File: config.mk
export PLATFORM = sky130hd
export DESIGN_NAME = map9v3_unmap
export DESIGN_NICKNAME = d
export VERILOG_FILES = /design/src/rtl/map9v3_unmap.sv
export SDC_FILE = /design/constraint.sdc
export NUM_CORES = 1
export LEC_CHECK = 0
export CELL_PAD_IN_SITES_DETAIL_PLACEMENT = 0
export CELL_PAD_IN_SITES_GLOBAL_PLACEMENT = 1
export CORE_MARGIN = 4
export CORE_UTILIZATION = 42
export DETAILED_ROUTE_END_ITERATION = 8
export GPL_ROUTABILITY_DRIVEN = 0
export PLACE_DENSITY_LB_ADDON = 0.1
export SLEW_MARGIN = 20
export SYNTH_ARGS = -nofsm -noshare
export SYNTH_HDL_FRONTEND = slang
export SYNTH_SLANG_ARGS = --single-unit
File: constraint.sdc
create_clock -name clock -period 4.2 [get_ports clock]
set_input_delay 0.84 -clock clock [delete_from_list [all_inputs] [get_ports clock]]
set_output_delay 0.84 -clock clock [all_outputs]
set_load 0.1 [all_outputs]
File: src/rtl/map9v3_unmap.sv
// Decoder for the map9v3 LFSR mapper: re-runs the 8-bit XNOR LFSR from SEED
// until it equals dp[8:1]; the step count becomes N[8:1] and N[0] is dp[0].
//
// state  | meaning
// IDLE   | waiting for a start edge
// LOAD   | seed the LFSR and clear the step counter
// SEARCH | compare sr to the target, step until hit or MAXSTEP
// DONE   | result held on N/err/done until the next start edge
module map9v3_unmap #(
  parameter logic [7:0] SEED    = 8'h00,
  parameter int         MAXSTEP = 254
) (
  input  logic       clock,
  input  logic       reset,
  input  logic       start,
  input  logic [8:0] dp,
  output logic [8:0] N,
  output logic       done,
  output logic       busy,
  output logic       err,
  output logic [7:0] counter,
  output logic [7:0] sr
);

  localparam logic [7:0] MAX_CNT = 8'(MAXSTEP);

  typedef enum logic [1:0] {IDLE, LOAD, SEARCH, DONE} state_t;

  state_t     state, state_nx;
  logic       s0, s1;
  logic       start_edge;
  logic [8:0] target;
  logic [7:0] sr_nx;
  logic       hit;
  logic       last;

  assign start_edge = s0 & ~s1;
  assign sr_nx      = {sr[6:0], ~(sr[7] ^ sr[5] ^ sr[4] ^ sr[3])};
  assign hit        = (sr == target[8:1]);
  assign last       = (counter == MAX_CNT);

  always_ff @(posedge clock or negedge reset) begin
    if (!reset) begin
      s0 <= 1'b0;
      s1 <= 1'b0;
    end else begin
      s0 <= start;
      s1 <= s0;
    end
  end

  always_ff @(posedge clock or negedge reset) begin
    if (!reset) state <= IDLE;
    else        state <= state_nx;
  end

  // Edges arriving in LOAD/SEARCH are dropped, not queued.
  always_comb begin
    state_nx = state;
    case (state)
      IDLE, DONE: if (start_edge) state_nx = LOAD;
      LOAD:       state_nx = SEARCH;
      SEARCH:     if (hit || last) state_nx = DONE;
      default:    state_nx = IDLE;
    endcase
  end

  always_ff @(posedge clock or negedge reset) begin
    if (!reset) begin
      target  <= 9'd0;
      N       <= 9'd0;
      done    <= 1'b0;
      busy    <= 1'b0;
      err     <= 1'b0;
      counter <= 8'd0;
      sr      <= 8'd0;
    end else begin
      case (state)
        IDLE, DONE: begin
          if (start_edge) begin
            target <= dp;
            done   <= 1'b0;
            err    <= 1'b0;
            busy   <= 1'b1;
          end
        end
        LOAD: begin
          sr      <= SEED;
          counter <= 8'd0;
        end
        SEARCH: begin
          // Hit is checked first so the smallest matching step wins.
          if (hit) begin
            N    <= {counter, target[0]};
            done <= 1'b1;
            busy <= 1'b0;
          end else if (last) begin
            N    <= 9'd0;
            err  <= 1'b1;
            done <= 1'b1;
            busy <= 1'b0;
          end else begin
            sr      <= sr_nx;
            counter <= counter + 8'd1;
          end
        end
        default: ;
      endcase
    end
  end

endmodule

# --- Word level (Yosys, flattened, before mapping) ---
# Index checks and enable logic that the tools add are counted.
# Widths: inputs -> output; s select.
totals:
  inputBits: 12
  reg_bits: 41
classes:
  n_bitwise: 6
  n_addsub: 1
  n_eq_ne: 11
  muxes: 21
  reduce_logical: 12
ops:
  columns: ["operator", "n"]
  rows:
  - ["$mux 8", 4]
  - ["$pmux 8 s2", 2]
  - ["$mux 9", 2]
  - ["$ne 2x2->1 const B", 5]
  - ["$add 8x1->8 const B", 1]
  - ["$eq 8x8->1", 1]
  - ["$eq 8x8->1 const B", 1]
  - ["$mux 1", 7]
  - ["$pmux 1 s2", 3]
  - ["$pmux 2 s3", 1]
  - ["$reduce_and 2->1", 3]
  - ["$reduce_and 3->1", 2]
  - ["$reduce_bool 2->1", 3]
  - ["$eq 2x2->1 const B", 2]
  - ["$mux 2", 2]
  - ["$reduce_and 4->1", 1]
  - ["$ne 3x3->1 const B", 1]
  - ["$xor 1x1->1", 3]
  - ["$eq 2x1->1 const B", 1]
  - ["$logic_not 2->1", 1]
  - ["$not 1->1", 2]
  - ["$reduce_or 2->1", 1]
  - ["$and 1x1->1", 1]
  - ["$logic_or 1x1->1", 1]

# --- Longest topological paths before layout ---
depth:
  depth_word: 7
  depth_mapped: 8
  ltp_nobuf: 7

# --- Least setup slack after synthesis ---
# OpenSTA, ideal clock, no wires.
synth_timing:
  path_kind: "register to register"
  startpoint: "register counter[1]"
  endpoint: "register counter[5]"
  setup_slack_ns: 1.819
  t_arrival_ns: 2.255
  synth_period_minus_slack_ns: 2.381
  stages_incl_launch_ff: 7
  n_path_buf: 0
  path_cell_list: "dfrtp_1 > ha_1 > nand4_1 > o21ai_1 > a21oi_2 > and3_1 > a221o_1"
synth_between:
  elab_chain_len: 4
  elab_cells_between_ends: 7
synth_rtl:
  columns: ["element", "line_no", "text"]
  rows:
  - ["start: declaration", "21", "output logic [7:0] counter,"]
  - ["start signal: assignment", "104", "counter <= counter + 8'd1;"]
  - ["$add 8x1->8", "104", null]
  - ["$mux 8", "97", "end else if (last) begin"]
  - ["$mux 8", "93", "if (hit) begin"]
  - ["$pmux 8 s2", "78", "case (state)"]
# Parallel ways exist; a longest one is shown, timed or not. The select of a mux whose other input is x is not followed.
# A chain may end at the register's enable or synchronous reset.

# --- Worst setup path after layout ---
layout_timing:
  startpoint: "register counter[5]"
  endpoint: "output counter[5]"
# No word-level cell between the ends.

==> run metrics <==
I/O Pins=40; multi-input logic area=795 sq um; Worst EP arrival=1.95 ns; share of cells above drive strength 1=11.7%; EDFF count, synth=0; PwrDens=717 nW/um^2; Critical Path Sink Type=output port; type of the worst setup path=reg2out; post_cts resized=0; Yosys cell types=37; status=finished clean; hold buffers post-CTS=0; register area share after synthesis=54.7%; Final nets=221; Routed Antenna Nets=0; vias in the first global route=1,389; top_reg_cell synth=dfrtp_1; Initial Util=43.4%; worst hold path class=reg2reg; warnings from Yosys=0; Gate Count Post-Synth=166; mux contribution to synthesized area=7.07%; Overflow after GRT=0; CP Buf/Inv Count=1; worst skew pair latency=0.29 ns; core area=4320 sq um; Worst path slowest cell=clkdlybuf4s50_1; critical path cell sequence=clkdlybuf4s50_1; Compound-Gate Fraction of Synth Area=15.7%; Clk pin slew, worst setup/hold paths=0.08 ns; dpl hpwl=2840 um; Vias/cell=5.32; largest cells by area after synthesis=dfrtp_1, mux2_2, nand2_1; htree depth=2; number of CTS-inserted buffers=5; fillers=403; via count=1,373; Root Buffer Master=clkbuf_8; Synth area leader=dfrtp_1; Post-CTS Setup Bufs=0; largest net degree at the start of global routing=42; setup TNS=0 ns; CTS sink cnt=41; Initial DRC Count=100; peak supply drop=0.472 mV; Pwr Total=1.73 mW; die height=74.8 um; Mapped Area=1880 sq um; Die W=74.8 um; share of the synthesized area in the top cell type=54.7%; Clk network pwr share=18.8%; Crit path max-delay family=buffers and inverters; Pint=934 uW; syn nets=182; FFs w/ async S/R, synth=100%; first-pass GRT wire length=6560 um; XOR/XNOR share of the synthesized area=5.60%; unrepaired setup endpoints after global routing=no; initial antenna violation count=0; sequential power share=34.1%; Routed WL=3930 um; Req. time, crit path=3.36 ns; Comb pwr share=47.1%; Register Area=1030 sq um; CP max stage delay=1.18 ns; Fmax=359 MHz; Worst-Margin Slew=0.989 ns; Buffers on Ports=39; Switching Fraction=45.9%; worst-case clock skew=0.00330 ns; min Tclk post-route=2.79 ns; drt wl/cell=15.2 um; clock tree from TritonCTS=done; P_sw=792 uW; largest family of logic cells by synthesized area=compound AO/OA/AOI/OAI gates; Final Cycle Share=66.4%; max_cap viols=0; critical path startpoint category=flop; row count=24; #FFs+latches synth=41; GRT Util Overall=15.8%; DRC=0; endpoints failing setup=0; Fin. Hold Viols=0; Slew Limit Fails=0; Max-slew headroom=33.8%; Area Overhead vs Synth=28.3%; clk buf depth=2; die area=5600 sq um; total iterations of the first detailed-routing run=4; largest fanout on the critical path=8; Avg Cell Area, Syn=11.3 sq um; adder-cell share of the synthesized area=2.67%; diodes inserted=0; Static Leak=1.04 nW; Post-Synth Simple-Gate Area=11.3%
-- synth_stat cells (all sizes together), types with 3 or more instances --
| library cell | number |
|---|---|
| dfrtp | 41 |
| nand2 | 24 |
| o21ai | 15 |
| a22o | 10 |
| mux2 | 10 |
| xor2 | 9 |
| nor2 | 6 |
| inv | 5 |
| a21oi | 4 |
| and3 | 4 |
| buf | 4 |
| ha | 4 |
| clkbuf | 3 |
| xnor2 | 3 |
-- metal layers --
| layer | GRT usage, % | vias up | share of wire, % |
|---|---|---|---|
| met4 | 7.11 | 0 | 1.9 |
| met2 | 25.9 | 27 | 50 |
| met5 | 0 | - | 0 |
| li1 | - | 663 | - |
| met1 | 19.6 | 676 | 44 |
| met3 | 4.01 | 7 | 4.4 |
-- power by group through the flow --
stage	Combinational [mW]	Clock [mW]	Sequential [mW]
after floorplan	0.303	0	0.921
after global placement	0.808	0	0.593
after detailed placement	0.820	0	0.599
after CTS	0.822	0.337	0.591
after global routing	0.869	0.349	0.604
final	0.813	0.324	0.589
-- registers in the layout (all words and copies together) (netlist names) --
signal,count
N,9
busy,1
counter,8
done,1
err,1
s0,1
s1,1
sr,8
state,2
target,9
-- cell families (layout without fill, tap and decap cells) --
group	Yosys count	after routing
buffers and inverters	12	52
DFF	41	41
muxes	12	12
AOI/OAI and AO/OA	41	41
xor gates and xnor gates	12	12
adders and majority gates	4	4
and+or+nand+nor	44	44
-- placed cells by master, fill, tap and decap left out, types with 3 or more instances in the layout --
cell	instances
inv_1	5
clkbuf_8	6
dfrtp_1	41
xnor2_1	3
and3_1	3
clkdlybuf4s50_1	38
nand2_1	24
ha_1	4
o21ai_0	12
nor2_1	6
xor2_1	9
a22o_1	9
mux2_2	10
a21oi_1	3
-- path summary, 6_finish.rpt --
check                           start         end  slack, ns  cells past startpoint
max                        counter[5]  counter[5]       1.41                      1
min                                s0          s1       0.41                      0
max reg2reg                  state[0]  counter[5]       1.81                      6
min reg2reg                        s0          s1       0.41                      0
max in group asynchronous       reset        busy       2.97                      1
min in group asynchronous       reset        N[7]       0.67                      1
-- per-stage QoR --
step                      instance area [sq um]  instances  worst slack (ns)  utilization, %  hold slack [ns]
final                                      2410        258              1.41            55.6            0.415
after global routing                       2410        258              1.33            55.6            0.442
after CTS                                  2410        258              1.40            55.6            0.428
after detailed placement                   2290        250              1.73            53.0            0.408
after global placement                     2290        250              1.75            53.0            0.384
after floorplan                            1880        166              1.82               -            0.375
-- final cells by class --
class	count	area share (%)
Timing Repair Buffer	39	16.0
Sequential cell	41	42.6
Tap cell	52	2.70
Clock buffer	7	3.59
Inverter	5	0.780
Clock inverter	1	1.25
Multi-Input combinational cell	113	33.0
No activity file was read; power rests on OpenSTA's default activity.
